### src/rtl/uart_rx_fifo.sv
// uart_rx_fifo
// Receive front-end for the debug/user UART. It oversamples the serial line at
// 4x using a per-quarter-bit clock divider and recovers 8N1 frames by a 3-sample
// majority vote. Received bytes go into a first-word-fall-through FIFO, which
// presents them as a valid/ready byte stream.
//
// Parameters:
//   CLK_DIV    clk cycles per quarter bit (>= 2); one bit time is 4*CLK_DIV.
//   FIFO_DEPTH byte entries (power of two, >= 2).
// Ports:
//   clk          system clock
//   rst          asynchronous, active-high reset
//   i_uart_rx    serial line, idle high, asynchronous to clk
//   o_data       FIFO head byte, meaningful only while o_valid=1 (0 when empty)
//   o_valid      FIFO non-empty
//   i_ready      consumer takes the head byte this cycle
//   o_count      current FIFO occupancy
//   o_frame_err  one-cycle pulse: stop bit sampled as 0
//   o_overflow   one-cycle pulse: received byte dropped, FIFO full
module uart_rx_fifo #(
  parameter int CLK_DIV    = 108,
  parameter int FIFO_DEPTH = 8
) (
  input  logic                          clk,
  input  logic                          rst,
  input  logic                          i_uart_rx,
  output logic [7:0]                    o_data,
  output logic                          o_valid,
  input  logic                          i_ready,
  output logic [$clog2(FIFO_DEPTH):0]   o_count,
  output logic                          o_frame_err,
  output logic                          o_overflow
);

  localparam int AW = $clog2(FIFO_DEPTH);
  localparam int CW = AW + 1;
  localparam int DW = $clog2(CLK_DIV);

  typedef enum logic [2:0] {
    S_IDLE,
    S_START,
    S_DATA,
    S_STOP,
    S_WAIT_IDLE
  } state_t;

  // Receiver state
  logic          sync1_q;
  logic          rxs_q;       // synchronized line
  logic          rxs_prev_q;  // rxs one cycle earlier, for falling-edge detect
  state_t        state_q;
  logic [DW-1:0] div_q;       // cycle within the current quarter
  logic [1:0]    qtr_q;       // quarter within the current bit
  logic [3:0]    bit_q;       // 0 = start, 1..8 = data, 9 = stop
  logic [1:0]    smp_q;       // first two samples of the current bit
  logic [7:0]    shift_q;
  logic          frame_err_q;

  // FIFO state
  logic [7:0]    mem [FIFO_DEPTH];
  logic [AW-1:0] wr_ptr_q;
  logic [AW-1:0] rd_ptr_q;
  logic [CW-1:0] count_q;
  logic          overflow_q;

  // Decode
  logic tick;
  logic decide;
  logic bit_val;
  logic push_req;
  logic frame_bad;
  logic full;
  logic pop;
  logic do_push;

  // NOTE: every signal assigned here gets a default first, so no path can
  // leave one unassigned and infer a latch.
  always_comb begin
    tick      = 1'b0;
    decide    = 1'b0;
    bit_val   = 1'b0;
    push_req  = 1'b0;
    frame_bad = 1'b0;
    tick      = (div_q == DW'(CLK_DIV - 1));
    // The third sample is the current rxs; the vote is taken in that cycle.
    bit_val   = (smp_q[0] & smp_q[1]) | (smp_q[0] & rxs_q) | (smp_q[1] & rxs_q);
    decide    = tick && (qtr_q == 2'd2) &&
                (state_q == S_START || state_q == S_DATA || state_q == S_STOP);
    push_req  = decide && (state_q == S_STOP) && bit_val;
    frame_bad = decide && (state_q == S_STOP) && !bit_val;
  end

  assign o_valid = (count_q != '0);
  assign full    = (count_q == CW'(FIFO_DEPTH));
  assign pop     = o_valid && i_ready;
  // A full FIFO still accepts a push when the head leaves in the same cycle.
  assign do_push = push_req && (!full || pop);

  // Two-flop synchronizer plus the delayed copy used for edge detection.
  // All three reset to the idle level so reset release cannot look like a start.
  // NOTE: sequential state uses non-blocking assignments so every register
  // samples pre-edge values regardless of statement order.
  always_ff @(posedge clk or posedge rst) begin
    if (rst) begin
      sync1_q    <= 1'b1;
      rxs_q      <= 1'b1;
      rxs_prev_q <= 1'b1;
    end else begin
      sync1_q    <= i_uart_rx;
      rxs_q      <= sync1_q;
      rxs_prev_q <= rxs_q;
    end
  end

  // Frame FSM. Counters are cleared at the detection cycle T so the first
  // sample of bit k lands on T+4kD+D, then T+4kD+2D and T+4kD+3D.
  always_ff @(posedge clk or posedge rst) begin
    if (rst) begin
      state_q     <= S_IDLE;
      div_q       <= '0;
      qtr_q       <= '0;
      bit_q       <= '0;
      smp_q       <= '0;
      shift_q     <= '0;
      frame_err_q <= 1'b0;
    end else begin
      frame_err_q <= frame_bad;
      case (state_q)
        S_IDLE: begin
          if (rxs_prev_q && !rxs_q) begin
            div_q   <= '0;
            qtr_q   <= '0;
            bit_q   <= '0;
            smp_q   <= '0;
            state_q <= S_START;
          end
        end
        S_START, S_DATA, S_STOP: begin
          if (tick) begin
            div_q <= '0;
            qtr_q <= qtr_q + 2'd1;
            if (qtr_q == 2'd3) bit_q <= bit_q + 4'd1;
            if (qtr_q == 2'd0) smp_q[0] <= rxs_q;
            if (qtr_q == 2'd1) smp_q[1] <= rxs_q;
          end else begin
            div_q <= div_q + DW'(1);
          end
          if (decide) begin
            case (state_q)
              S_START: state_q <= bit_val ? S_IDLE : S_DATA;
              S_DATA: begin
                shift_q <= {bit_val, shift_q[7:1]};
                if (bit_q == 4'd8) state_q <= S_STOP;
              end
              default: state_q <= bit_val ? S_IDLE : S_WAIT_IDLE;
            endcase
          end
        end
        S_WAIT_IDLE: begin
          // Hold off while the line stays low (break) to avoid re-triggering.
          if (rxs_q) state_q <= S_IDLE;
        end
        default: state_q <= S_IDLE;
      endcase
    end
  end

  // FIFO pointers, occupancy and overflow pulse.
  always_ff @(posedge clk or posedge rst) begin
    if (rst) begin
      wr_ptr_q   <= '0;
      rd_ptr_q   <= '0;
      count_q    <= '0;
      overflow_q <= 1'b0;
    end else begin
      overflow_q <= push_req && full && !pop;
      if (do_push) wr_ptr_q <= wr_ptr_q + AW'(1);
      if (pop)     rd_ptr_q <= rd_ptr_q + AW'(1);
      case ({do_push, pop})
        2'b10:   count_q <= count_q + CW'(1);
        2'b01:   count_q <= count_q - CW'(1);
        default: count_q <= count_q;
      endcase
    end
  end

  // NOTE: the storage array has no reset; the pointers and count define what
  // is valid, and o_data is forced to 0 while the FIFO is empty.
  always_ff @(posedge clk) begin
    if (do_push) mem[wr_ptr_q] <= shift_q;
  end

  assign o_data      = o_valid ? mem[rd_ptr_q] : 8'h00;
  assign o_count     = count_q;
  assign o_frame_err = frame_err_q;
  assign o_overflow  = overflow_q;

endmodule

### config.mk
export PLATFORM = sky130hd
export DESIGN_NAME = uart_rx_fifo
export DESIGN_NICKNAME = d
export VERILOG_FILES = /design/src/rtl/uart_rx_fifo.sv
export SDC_FILE = /design/constraint.sdc
export NUM_CORES = 1
export LEC_CHECK = 0
export ABC_AREA = 1
export BUFFER_PORTS_ARGS = -buffer_cell sky130_fd_sc_hd__buf_2
export CAP_MARGIN = 10
export CELL_PAD_IN_SITES_DETAIL_PLACEMENT = 1
export CELL_PAD_IN_SITES_GLOBAL_PLACEMENT = 1
export CORE_MARGIN = 1
export CORE_UTILIZATION = 30
export CTS_CLUSTER_DIAMETER = 100
export DETAILED_ROUTE_END_ITERATION = 7
export GPL_TIMING_DRIVEN = 0
export PLACE_DENSITY = 0.51
export SKIP_LAST_GASP = 1
export SLEW_MARGIN = 0
export SYNTH_ARGS = -nofsm -noshare
export SYNTH_HDL_FRONTEND = slang
export SYNTH_SLANG_ARGS = --single-unit
### constraint.sdc
create_clock -name clk -period 2.65 [get_ports clk]
set_input_delay 0.53 -clock clk [delete_from_list [all_inputs] [get_ports clk]]
set_output_delay 0.53 -clock clk [all_outputs]
set_load 0.1 [all_outputs]
==> results by group, run 1 <==
Outcome
  • Status: finished, violations left
  • Failing checks: setup timing

Yosys
  • Post-synth top cells: nor2_1 (89), edfxtp_1 (64), nand2_1 (44), o21ai_0 (40), dfrtp_1 (38)
  • Warnings, synthesis: 0
  • Synth area leaders: edfxtp_1 (42%), dfrtp_1 (21%), nor2_1 (7.3%), o21ai_0 (4.4%), nand2_1 (3.6%)
  • Distinct cells, synth: 35
  • Cell Area, Synth: 0.00460 mm^2
  • FFs w/ async S/R, synth: 39.0%
  • Area leader, netlist: edfxtp_1
  • Share of the synthesized area in the top cell type: 41.8%
  • Seq/Total Area, Yosys: 64.2%
  • Mapped Cells: 427
  • Synthesized area per cell: 10.8 um^2
  • Top-count cell post-synth: nor2_1
  • Post-synth EDFFs: 64
  • #FFs+latches synth: 105
  • Post-synth top flop: edfxtp_1
  • Syn nets: 441

Place
  • Hpwl dp: 8.02 mm
  • Port Buffers: 18
  • Post-DP Area: 0.00502 mm^2
  • Gpl congestion: 0.732

Cells and area
  • Area Growth Syn to Fin: 18.1%
  • Final #Nets: 472
  • Diodes inserted: 0
  • Share of layout cells above drive strength 1: 20.7%
  • Post-route cell area: 0.00543 mm^2

STA
  • RSZ-0062 raised after global routing: true
  • Fmax: 0.376 GHz
  • Hold slack: 0.162 ns
  • Tcrit/Tclk final: 100%
  • Max-slew headroom: 55.5%
  • Setup violators final: 1
  • Setup WS post-layout: -0.00825 ns
  • Final Hold Violating Endpoints: 0
  • Slew Limit Fails: 0
  • Slew @ Worst Pin: 0.664 ns
  • Clk_skew: 0.00661 ns
  • Post-route minimum period: 2.66 ns

Critical path
  • CP Data Arrival Time: 2.13 ns
  • Crit-path slowest cell: dfrtp_2
  • R2R Setup Slk: 0.12 ns
  • Reg2reg end: mem[6][5]
  • CP dominant cell by count: nor2_1
  • Worst EP required: 2.12 ns
  • Peak per-stage delay on the critical path: 0.46 ns
  • Critical path fanouts, max: 10
  • WS Path Type: flop to output pin
  • Crit path cell chain: inv_2 > buf_4 > nor2_1 > o32ai_1 > nor2_1 > nor2_4 > clkbuf_4
  • CP Launch Type: flop
  • Worst setup EP type: output pin
  • Worst r2r src: rxs_q
  • FF-to-FF path depth: 9

Global route
  • Tot GR Track Use: 15.3%
  • Antenna violations before repair: 0
  • Vias in the first global route: 3289
  • Gr ovfl total: 0
  • First-pass GRT wire length: 18.3 mm
  • Largest net degree at the start of global routing: 26

Run
  • Max-cap violation count: 0

Drt
  • Routed WL: 11.3 mm
  • Number of routed nets with antenna violations: 0
  • Residual DRC: 0
  • Vias: 3156
  • Via/cell ratio: 4.88
  • Initial DRC Count: 193
  • First-pass DRT Iterations: 4
  • WL per Instance: 17.4 um

Floorplanning
  • Core Rows: 44
  • Initial Util: 31.2%
  • Die Area: 0.0158 mm^2
  • I/O pins: 19
  • DIE WIDTH: 126 um
  • Core box area: 0.0148 mm^2
  • Die Span Y: 126 um

Clocking
  • H-tree depth: 3
  • Clk_lat worst skew: 0.35 ns
  • TritonCTS Sinks: 105
  • CTS Buffer Depth: 2
  • CTS tree: built
  • Clk slew on worst S/H paths: 0.07 ns
  • CTS buffer count: 9
  • Root buffer cell: clkbuf_16

Power
  • Peak VDD IR: 747 uV
  • Power density cells: 1240 mW/mm^2
  • Leak pwr: 2.27 nW

Min path
  • Worst hold path type: input port to asynchronous set/reset pin
-- cell type report --
class                      count  area (um^2)
clock buffer                  10          229
buffer                        12         71.3
sequential                   105         2960
fill                        1651         9320
tap                          184          230
multi-input combinational    273         1590
timing repair buffer          20          160
clock inverter                 6         58.8
inverter                      37          139
-- report_power, final --
part	leakage (nW)	switching [mW]	internal, mW
sequential	1.27	0.172	1.88
clock	0.136	0.597	0.727
combinational	0.864	2.48	0.886
total	2.27	3.25	3.49
-- layer usage --
| layer | part of all wire, % | global-route usage (%) | vias up | wire length, um |
|---|---|---|---|---|
| li1 | - | - | 1529 | - |
| met1 | 48 | 20.1 | 1596 | 5390 |
| met2 | 49 | 25.6 | 24 | 5500 |
| met3 | 2.6 | 3.82 | 7 | 288 |
| met4 | 0.75 | 3.19 | 0 | 85 |
| met5 | 0 | 0 | - | 0 |
-- metrics by stage --
stage | setup slack (ns) | total power, mW | utilization (%) | TNS (ns) | cells
2_1_floorplan | 0.156 | 4.58 | - | 0 | 427
3_3_place_gp | -0.439 | 5.23 | 33.8 | -14.22 | 629
3_5_place_dp | -0.298 | 5.30 | 34.0 | -9.13 | 631
4_1_cts | -0.154 | 6.77 | 36.5 | -0.154 | 647
5_1_grt | -0.104 | 7.14 | 36.8 | -1.17 | 647
6_report | -0.00825 | 6.74 | 36.8 | -0.00825 | 647
-- registers in the layout, indices dropped and copies added, names as in the netlist --
signal       count
state_q          3
o_overflow       1
div_q            7
o_count          4
rd_ptr_q         3
shift_q          8
qtr_q            2
smp_q            2
rxs_q            1
o_frame_err      1
bit_q            4
mem             64
rxs_prev_q       1
sync1_q          1
wr_ptr_q         3
-- cell families after synthesis --
family / after synthesis / share of synthesized area [%]
mux: 1 / 0.245
xor+xnor: 8 / 1.52
simple gates: 179 / 16.9
buf+inv: 49 / 4.11
compound gates: 75 / 10.3
fa+ha+maj: 10 / 2.72
flops: 105 / 64.2
-- cells in the final DEF, fill, tap and decap left out, types with 3 or more instances in the layout --
cell type,n
inv_1,30
dfstp_2,3
nand2_1,44
ha_1,10
clkbuf_16,9
nor3_1,5
o32ai_1,16
nand3_1,17
nor2_4,8
dfrtp_2,5
nand4_1,3
nor2_1,79
inv_2,7
nor2_2,3
dfrtp_1,33
buf_6,4
o21ai_0,35
a21oi_1,6
edfxtp_1,64
nor3_4,4
buf_2,14
buf_4,7
o21ai_1,10
xor2_1,7
nand2_2,7
-- timing repair --
item	in CTS	in global routing
hold buffers	0	0
gates resized for setup	32	16
setup buffers	0	0
pin swaps	0	0
setup endpoints to repair	60	52
-- worst max-delay path: cells and delay by family (launching register included) --
| family | cells | cell delay, ns |
|---|---|---|
| AO/OA/AOI/OAI | 1 | 0.30 |
| buffers and inverters | 3 | 0.67 |
| flip-flops | 1 | 0.46 |
| AND/OR/NAND/NOR | 3 | 0.34 |
-- worst max-delay path by stage --
stage / from / to / cells after the start
after floorplan: o_count[2] / o_data[0] / 4
after global placement: rxs_q / mem[7][3] / 8
after detailed placement: rxs_q / mem[3][5] / 8
after CTS: rd_ptr_q[0] / o_data[5] / 7
after global routing: rxs_q / mem[6][7] / 9
final: rd_ptr_q[0] / o_data[5] / 7
No activity file was read; power rests on OpenSTA's default activity.
==> run 2: changes to the inputs <==
--- a/config.mk
+++ b/config.mk
@@ -10,3 +10,3 @@
 export CAP_MARGIN = 10
-export CELL_PAD_IN_SITES_DETAIL_PLACEMENT = 1
+export CELL_PAD_IN_SITES_DETAIL_PLACEMENT = 0
 export CELL_PAD_IN_SITES_GLOBAL_PLACEMENT = 1
==> constraint.sdc (replaced) <==
create_clock -name clk -period 2.65 [get_ports clk]
set_input_delay 0.265 -clock clk [delete_from_list [all_inputs] [get_ports clk]]
set_output_delay 0.265 -clock clk [all_outputs]
set_load 0.1 [all_outputs]
==> results by group, run 2 (synthesized netlist as in run 1, its figures left out) <==
Place
  • Pre-CTS setup slack: -0.304 ns
  • Port Buffers: 18
  • Hpwl dp: 7.47 mm
  • Post-DP Area: 0.00502 mm^2
  • Gpl congestion: 0.768

Cells and area
  • Area Growth Syn to Fin: 17.3%
  • Share of layout cells above drive strength 1: 19.6%
  • Leading registers by flop count: mem x64, shift_q x8, div_q x7
  • Max FFs per register: 64
  • Final #Nets: 478
  • Post-route cell area: 0.00540 mm^2
  • Largest register by flop count: mem
  • Commonest non-fill, non-tap cells in the layout: nor2_1 (79), edfxtp_1 (64), nand2_1 (44), o21ai_0 (40), dfrtp_1 (36)
  • Most common cell after layout, fill and taps aside: nor2_1
  • Diodes inserted: 0

STA
  • Max-slew headroom: 61.8%
  • Setup violators final: 0
  • Clk_skew: 0.0100 ns
  • Slew Limit Fails: 0
  • Setup WS post-layout: 0.0883 ns
  • Slew @ Worst Pin: 0.570 ns
  • Final Hold Violating Endpoints: 0
  • RSZ-0062 raised after global routing: true
  • Post-route minimum period: 2.56 ns
  • Fmax: 0.390 GHz
  • Tcrit/Tclk final: 96.7%

Power
  • Leak pwr: 2.28 nW
  • Power density cells: 1200 mW/mm^2
  • Clock power frac: 19.0%
  • Psw: 3.17 mW
  • Logic pwr share: 49.5%
  • Switch share: 48.9%
  • Int Power: 3.31 mW
  • Peak VDD IR: 571 uV
  • Sequential Power Share: 31.5%

Global route
  • Tot GR Track Use: 14.4%
  • Largest net degree at the start of global routing: 35
  • Met2 Use GR: 21.8%
  • Busiest grt layer: met2
  • First-pass GRT wire length: 17.0 mm
  • Met1 GRT Util: 20.4%
  • Antenna violations before repair: 0
  • Vias in the first global route: 3065
  • Met3 Use GR: 2.29%
  • Gr ovfl total: 0

Clocking
  • Root buffer cell: clkbuf_16
  • H-tree depth: 3
  • TritonCTS Sinks: 105
  • CTS Buffer Depth: 2
  • Clk_lat worst skew: 0.35 ns
  • CTS buffer count: 9
  • Post-CTS Setup Bufs: 0
  • Clk slew on worst S/H paths: 0.07 ns
  • CTS tree: built

Drt
  • Residual DRC: 0
  • Routed WL: 10.6 mm
  • Initial DRC Count: 207
  • WL per Instance: 16.3 um
  • First-pass DRT Iterations: 4
  • Via/cell ratio: 4.75
  • Vias: 3100
  • Number of routed nets with antenna violations: 0

Critical path
  • Worst r2r src: rxs_q
  • WS Path Type: flop to flop
  • CP Launch Type: flop
  • Worst setup EP type: flop
  • Critical path launch point: rxs_q
  • CP Capture Point: mem[6][2]
  • R2R Setup Slk: 0.09 ns
  • Reg2reg end: mem[6][2]
  • Critical path fanouts, max: 6
  • FF-to-FF path depth: 9
  • CP Data Arrival Time: 2.63 ns
  • Worst EP required: 2.71 ns

Floorplanning
  • Die Span Y: 126 um
  • DIE WIDTH: 126 um
  • Die Area: 0.0158 mm^2
  • Core Rows: 44
  • I/O pins: 19
  • Core box area: 0.0148 mm^2
  • Initial Util: 31.2%

Outcome
  • Status: complete, no violations

Min path
  • Worst hold path type: input port to flop

Run
  • Max-cap violation count: 0
## run 2: cell count changes in the layout (fill, tap and decap cells not counted), sizes merged
cell / delta
buf: -5
bufinv: -1
clkinvlp: -1
clkbuf: +11
dlygate4sd3: +2
## run 2: worst min-delay path by stage
stage	start	to	slack, ns	cells after the start
floorplan	i_uart_rx	sync1_q	0.27	0
global placement	sync1_q	rxs_q	0.35	0
detailed placement	rst	o_count[1]	0.19	2
CTS	i_ready	rd_ptr_q[0]	0.26	3
global route	i_ready	o_overflow	0.28	4
finish	i_ready	rd_ptr_q[0]	0.27	3
## run 2: worst max-delay path: stages (launching register included)
cell     delay [ns]
dfstp_2        0.60
nand2_1        0.07
nand2_1        0.11
nand2_2        0.11
nor2_2         0.17
nand3_2        0.15
a21oi_4        0.24
nand2_2        0.13
nor3_2         0.45
buf_2          0.25
## run 2: power by group through the flow
stage	registers, mW	logic (mW)	clock network [mW]
after floorplan	2.25	2.32	0
final	2.04	3.21	1.23
after detailed placement	2.08	3.17	0
after global placement	2.08	3.15	0
after CTS	2.04	3.23	1.27
after global routing	2.07	3.49	1.34
## run 2: per-stage QoR
step	instances	total power [mW]	TNS, ns	util, %	hold WS (ns)
after detailed placement	632	5.25	-11.51	34.0	0.187
after floorplan	427	4.57	0	-	0.269
after CTS	650	6.54	-9.82	36.1	0.260
after global placement	629	5.23	-13.15	33.8	0.347
final	653	6.48	0	36.6	0.266
after global routing	653	6.90	-0.669	36.6	0.277
## run 2: area by class of cell
type                    count  area [um^2]
fillers                  1501         9360
flip-flops and latches    105         2950
multi-input cells         273         1560
clock buffers              12          236
well taps                 184          230
repair buffers             26          180
inverters                  37          139
plain buffers              12         62.6
clock inverters             4         30.0
## run 2: metal layers
layer,up-vias,wire (um)
met5,-,0
met3,12,277
met4,0,172
met2,43,4810
met1,1499,5360
li1,1546,-
## run 2: what timing repair did
action	4_1_cts	5_1_grt
setup endpoints to repair	60	58
hold buffers	2	0
resized for setup	11	16
hold endpoints to repair	8	0
==> run 3: changes to the inputs <==
--- a/config.mk
+++ b/config.mk
@@ -7,4 +7,4 @@
 export LEC_CHECK = 0
-export ABC_AREA = 1
-export BUFFER_PORTS_ARGS = -buffer_cell sky130_fd_sc_hd__buf_2
+export ABC_AREA = 0
+export BUFFER_PORTS_ARGS = -buffer_cell sky130_fd_sc_hd__buf_4
 export CAP_MARGIN = 10
@@ -17,3 +17,3 @@
 export GPL_TIMING_DRIVEN = 0
-export PLACE_DENSITY = 0.51
+export PLACE_DENSITY = 0.49
 export SKIP_LAST_GASP = 1
--- a/constraint.sdc
+++ b/constraint.sdc
@@ -3,2 +3,2 @@
 set_output_delay 0.265 -clock clk [all_outputs]
-set_load 0.1 [all_outputs]
+set_load 0.02 [all_outputs]
==> results by group, run 3 <==
Cells and area
  • Post-route cell area: 0.00549 mm^2
  • Largest register by flop count: mem
  • Post-Layout Cell Count: 537
  • Area of the multi-input gates: 0.00159 mm^2
  • Commonest non-fill, non-tap cells in the layout: edfxtp_1 (64), dfrtp_1 (38), buf_4 (24), nor2_1 (24), nand2_1 (20)
  • Final core utilization: 37.3%
  • Max FFs per register: 64
  • Filler Cells Inserted: 1383
  • Most common cell after layout, fill and taps aside: edfxtp_1
  • Area Growth Syn to Fin: 20.1%
  • Final #Nets: 362
  • FF+latch area: 0.00295 mm^2
  • Share of layout cells above drive strength 1: 29.7%
  • Diodes inserted: 0
  • Leading registers by flop count: mem x64, shift_q x8, div_q x7

Drt
  • Routed WL: 9.06 mm
  • Vias: 2578
  • WL per Instance: 16.9 um
  • Via/cell ratio: 4.80
  • Top Metal Used: met4
  • Number of routed nets with antenna violations: 0
  • Initial DRC Count: 120
  • First-pass DRT Iterations: 6
  • Met2 WL: 4.23 mm
  • Met1 Wirelength: 4.43 mm
  • Routed length on met3: 266 um
  • Residual DRC: 0

Critical path
  • WS Path Type: flop to flop
  • Peak per-stage delay on the critical path: 0.40 ns
  • CP Data Arrival Time: 2.58 ns
  • CP bufs+invs: 3
  • Critical path fanouts, max: 7
  • Crit path cell chain: ha_2 > and3_1 > buf_4 > and2_1 > buf_2 > nand4_1 > or2_4 > nor3_2 > clkbuf_4
  • Critical path's top delay family: simple AND/OR/NAND/NOR gates
  • Crit-path slowest cell: dfrtp_1
  • Worst setup EP type: flop
  • CP Launch Type: flop
  • Worst EP required: 2.71 ns

Place
  • Post-DP Area: 0.00498 mm^2
  • Gpl congestion: 0.650
  • Hpwl dp: 6.04 mm
  • Pre-CTS setup slack: -0.254 ns
  • Port Buffers: 18
  • Cell Count Post-Placement: 511

Power
  • Peak VDD IR: 300 uV
  • Power density cells: 617 mW/mm^2
  • Leak pwr: 2.23 nW

STA
  • Final Hold Violating Endpoints: 0
  • Setup violators final: 0
  • Post-route minimum period: 2.51 ns
  • Slew @ Worst Pin: 0.711 ns
  • Clk_skew: 0.0101 ns
  • Max-slew headroom: 52.6%
  • Tcrit/Tclk final: 94.9%
  • Fmax: 0.398 GHz
  • Hold slack: 0.238 ns
  • RSZ-0062 raised after global routing: true
  • Slew Limit Fails: 0
  • Setup WS post-layout: 0.136 ns

Global route
  • Gr ovfl total: 0
  • Tot GR Track Use: 12.7%
  • Antenna violations before repair: 0
  • Largest net degree at the start of global routing: 31
  • Vias in the first global route: 2587
  • First-pass GRT wire length: 14.9 mm

Floorplanning
  • Core box area: 0.0147 mm^2
  • DIE WIDTH: 125 um
  • Die Span Y: 125 um
  • Initial Util: 31.1%
  • I/O pins: 19
  • Die Area: 0.0157 mm^2
  • Core Rows: 44

Clocking
  • TritonCTS Sinks: 105
  • CTS tree: built
  • CTS Buffer Depth: 2
  • Clk_lat worst skew: 0.35 ns
  • H-tree depth: 3
  • CTS buffer count: 9
  • Root buffer cell: clkbuf_16
  • Clk slew on worst S/H paths: 0.08 ns

Yosys
  • Seq/Total Area, Yosys: 64.6%
  • #FFs+latches synth: 105
  • Post-synth EDFFs: 64
  • Share of the synthesized area in the top cell type: 42.1%
  • Cell Area, Synth: 0.00457 mm^2
  • Synthesized area per cell: 15.0 um^2
  • FFs w/ async S/R, synth: 39.0%
  • Mapped Cells: 305
  • Syn nets: 319
  • Post-synth top cells: edfxtp_1 (64), dfrtp_1 (38), nor2_1 (26), nand2_1 (20), mux4_2 (16)
  • Warnings, synthesis: 0
  • Distinct cells, synth: 49
  • Top-count cell post-synth: edfxtp_1
  • Synth area leaders: edfxtp_1 (42%), dfrtp_1 (21%), mux4_2 (7.9%), ha_1 (2.7%), mux2_4 (2.6%)
  • Post-synth top flop: edfxtp_1
  • Area leader, netlist: edfxtp_1

Outcome
  • Status: complete, no violations

Run
  • Max-cap violation count: 0

Min path
  • Worst hold path type: input port to flop
-- run 3: changes by cell type in the layout (fill, tap and decap cells not counted), sizes merged, moves of 18 or more --
cell	delta
buf	+18
nor2	-64
o21ai	-40
inv	-24
nand2	-30
-- run 3: report_power, final --
group	total, mW	leakage [nW]	switching [mW]	internal (mW)
Sequential	1.84	1.28	0.0610	1.78
Combinational	0.153	0.789	0.0713	0.0815
Clock	1.40	0.152	0.645	0.752
Total	3.39	2.23	0.777	2.61
-- run 3: cell families (layout without fill, tap and decap cells) --
group / Yosys count / after routing / share of synthesized area [%]
AOI/OAI and AO/OA: 22 / 22 / 3.01
xor gates and xnor gates: 13 / 13 / 2.49
adders and majority gates: 11 / 11 / 2.96
buffers and inverters: 23 / 71 / 2.33
DFF: 105 / 105 / 64.6
muxes: 35 / 35 / 13.0
and+or+nand+nor: 96 / 96 / 11.6
-- run 3: worst register-to-register path, stage by stage, from the launching register on --
cell and delay [ns]:
dfrtp_1 0.40, ha_2 0.23, and3_1 0.16, buf_4 0.14, and2_1 0.11, buf_2 0.18, nand4_1 0.16, or2_4 0.31
nor3_2 0.26, clkbuf_4 0.27
-- run 3: per-stage QoR --
| stage | total power, mW | setup TNS, ns |
|---|---|---|
| floorplan | 1.97 | 0 |
| global placement | 2.01 | -31.03 |
| detailed placement | 2.02 | -8.50 |
| CTS | 3.42 | -0.946 |
| global route | 3.54 | -0.0845 |
| finish | 3.39 | 0 |
-- run 3: worst paths after layout --
| check | to | from | slack, ns | cells after the start |
|---|---|---|---|---|
| worst max-delay path | mem[1][7] | div_q[0] | 0.14 | 9 |
| worst min-delay path | o_count[3] | i_ready | 0.24 | 4 |
| worst max register to register | mem[1][7] | div_q[0] | 0.14 | 9 |
| worst min register to register | rxs_q | sync1_q | 0.36 | 0 |
| max in group asynchronous | rxs_q | rst | 1.69 | 4 |
| min in group asynchronous | o_count[3] | rst | 0.42 | 3 |
-- run 3: repair_timing --
item	4_1_cts	5_1_grt
resized for setup	11	9
endpoints found under the hold margin	11	1
setup buffers	1	7
hold buffers	1	1
pin swaps	1	5
setup endpoints to repair	68	61
-- run 3: area by class of cell --
class / instances / area share, %
clock inverter: 7 / 1.51
timing repair buffer: 32 / 5.34
clock buffer: 9 / 4.10
sequential: 105 / 53.8
multi-input combinational: 177 / 29.0
buffer: 14 / 1.48
inverter: 9 / 0.616
tap: 184 / 4.20
-- run 3: routing by layer --
metal / vias to the layer above / track usage (%)
met1: 1321 / 17.6
met4: 0 / 5.16
met3: 11 / 3.21
met2: 28 / 19.2
met5: - / 0
li1: 1218 / -
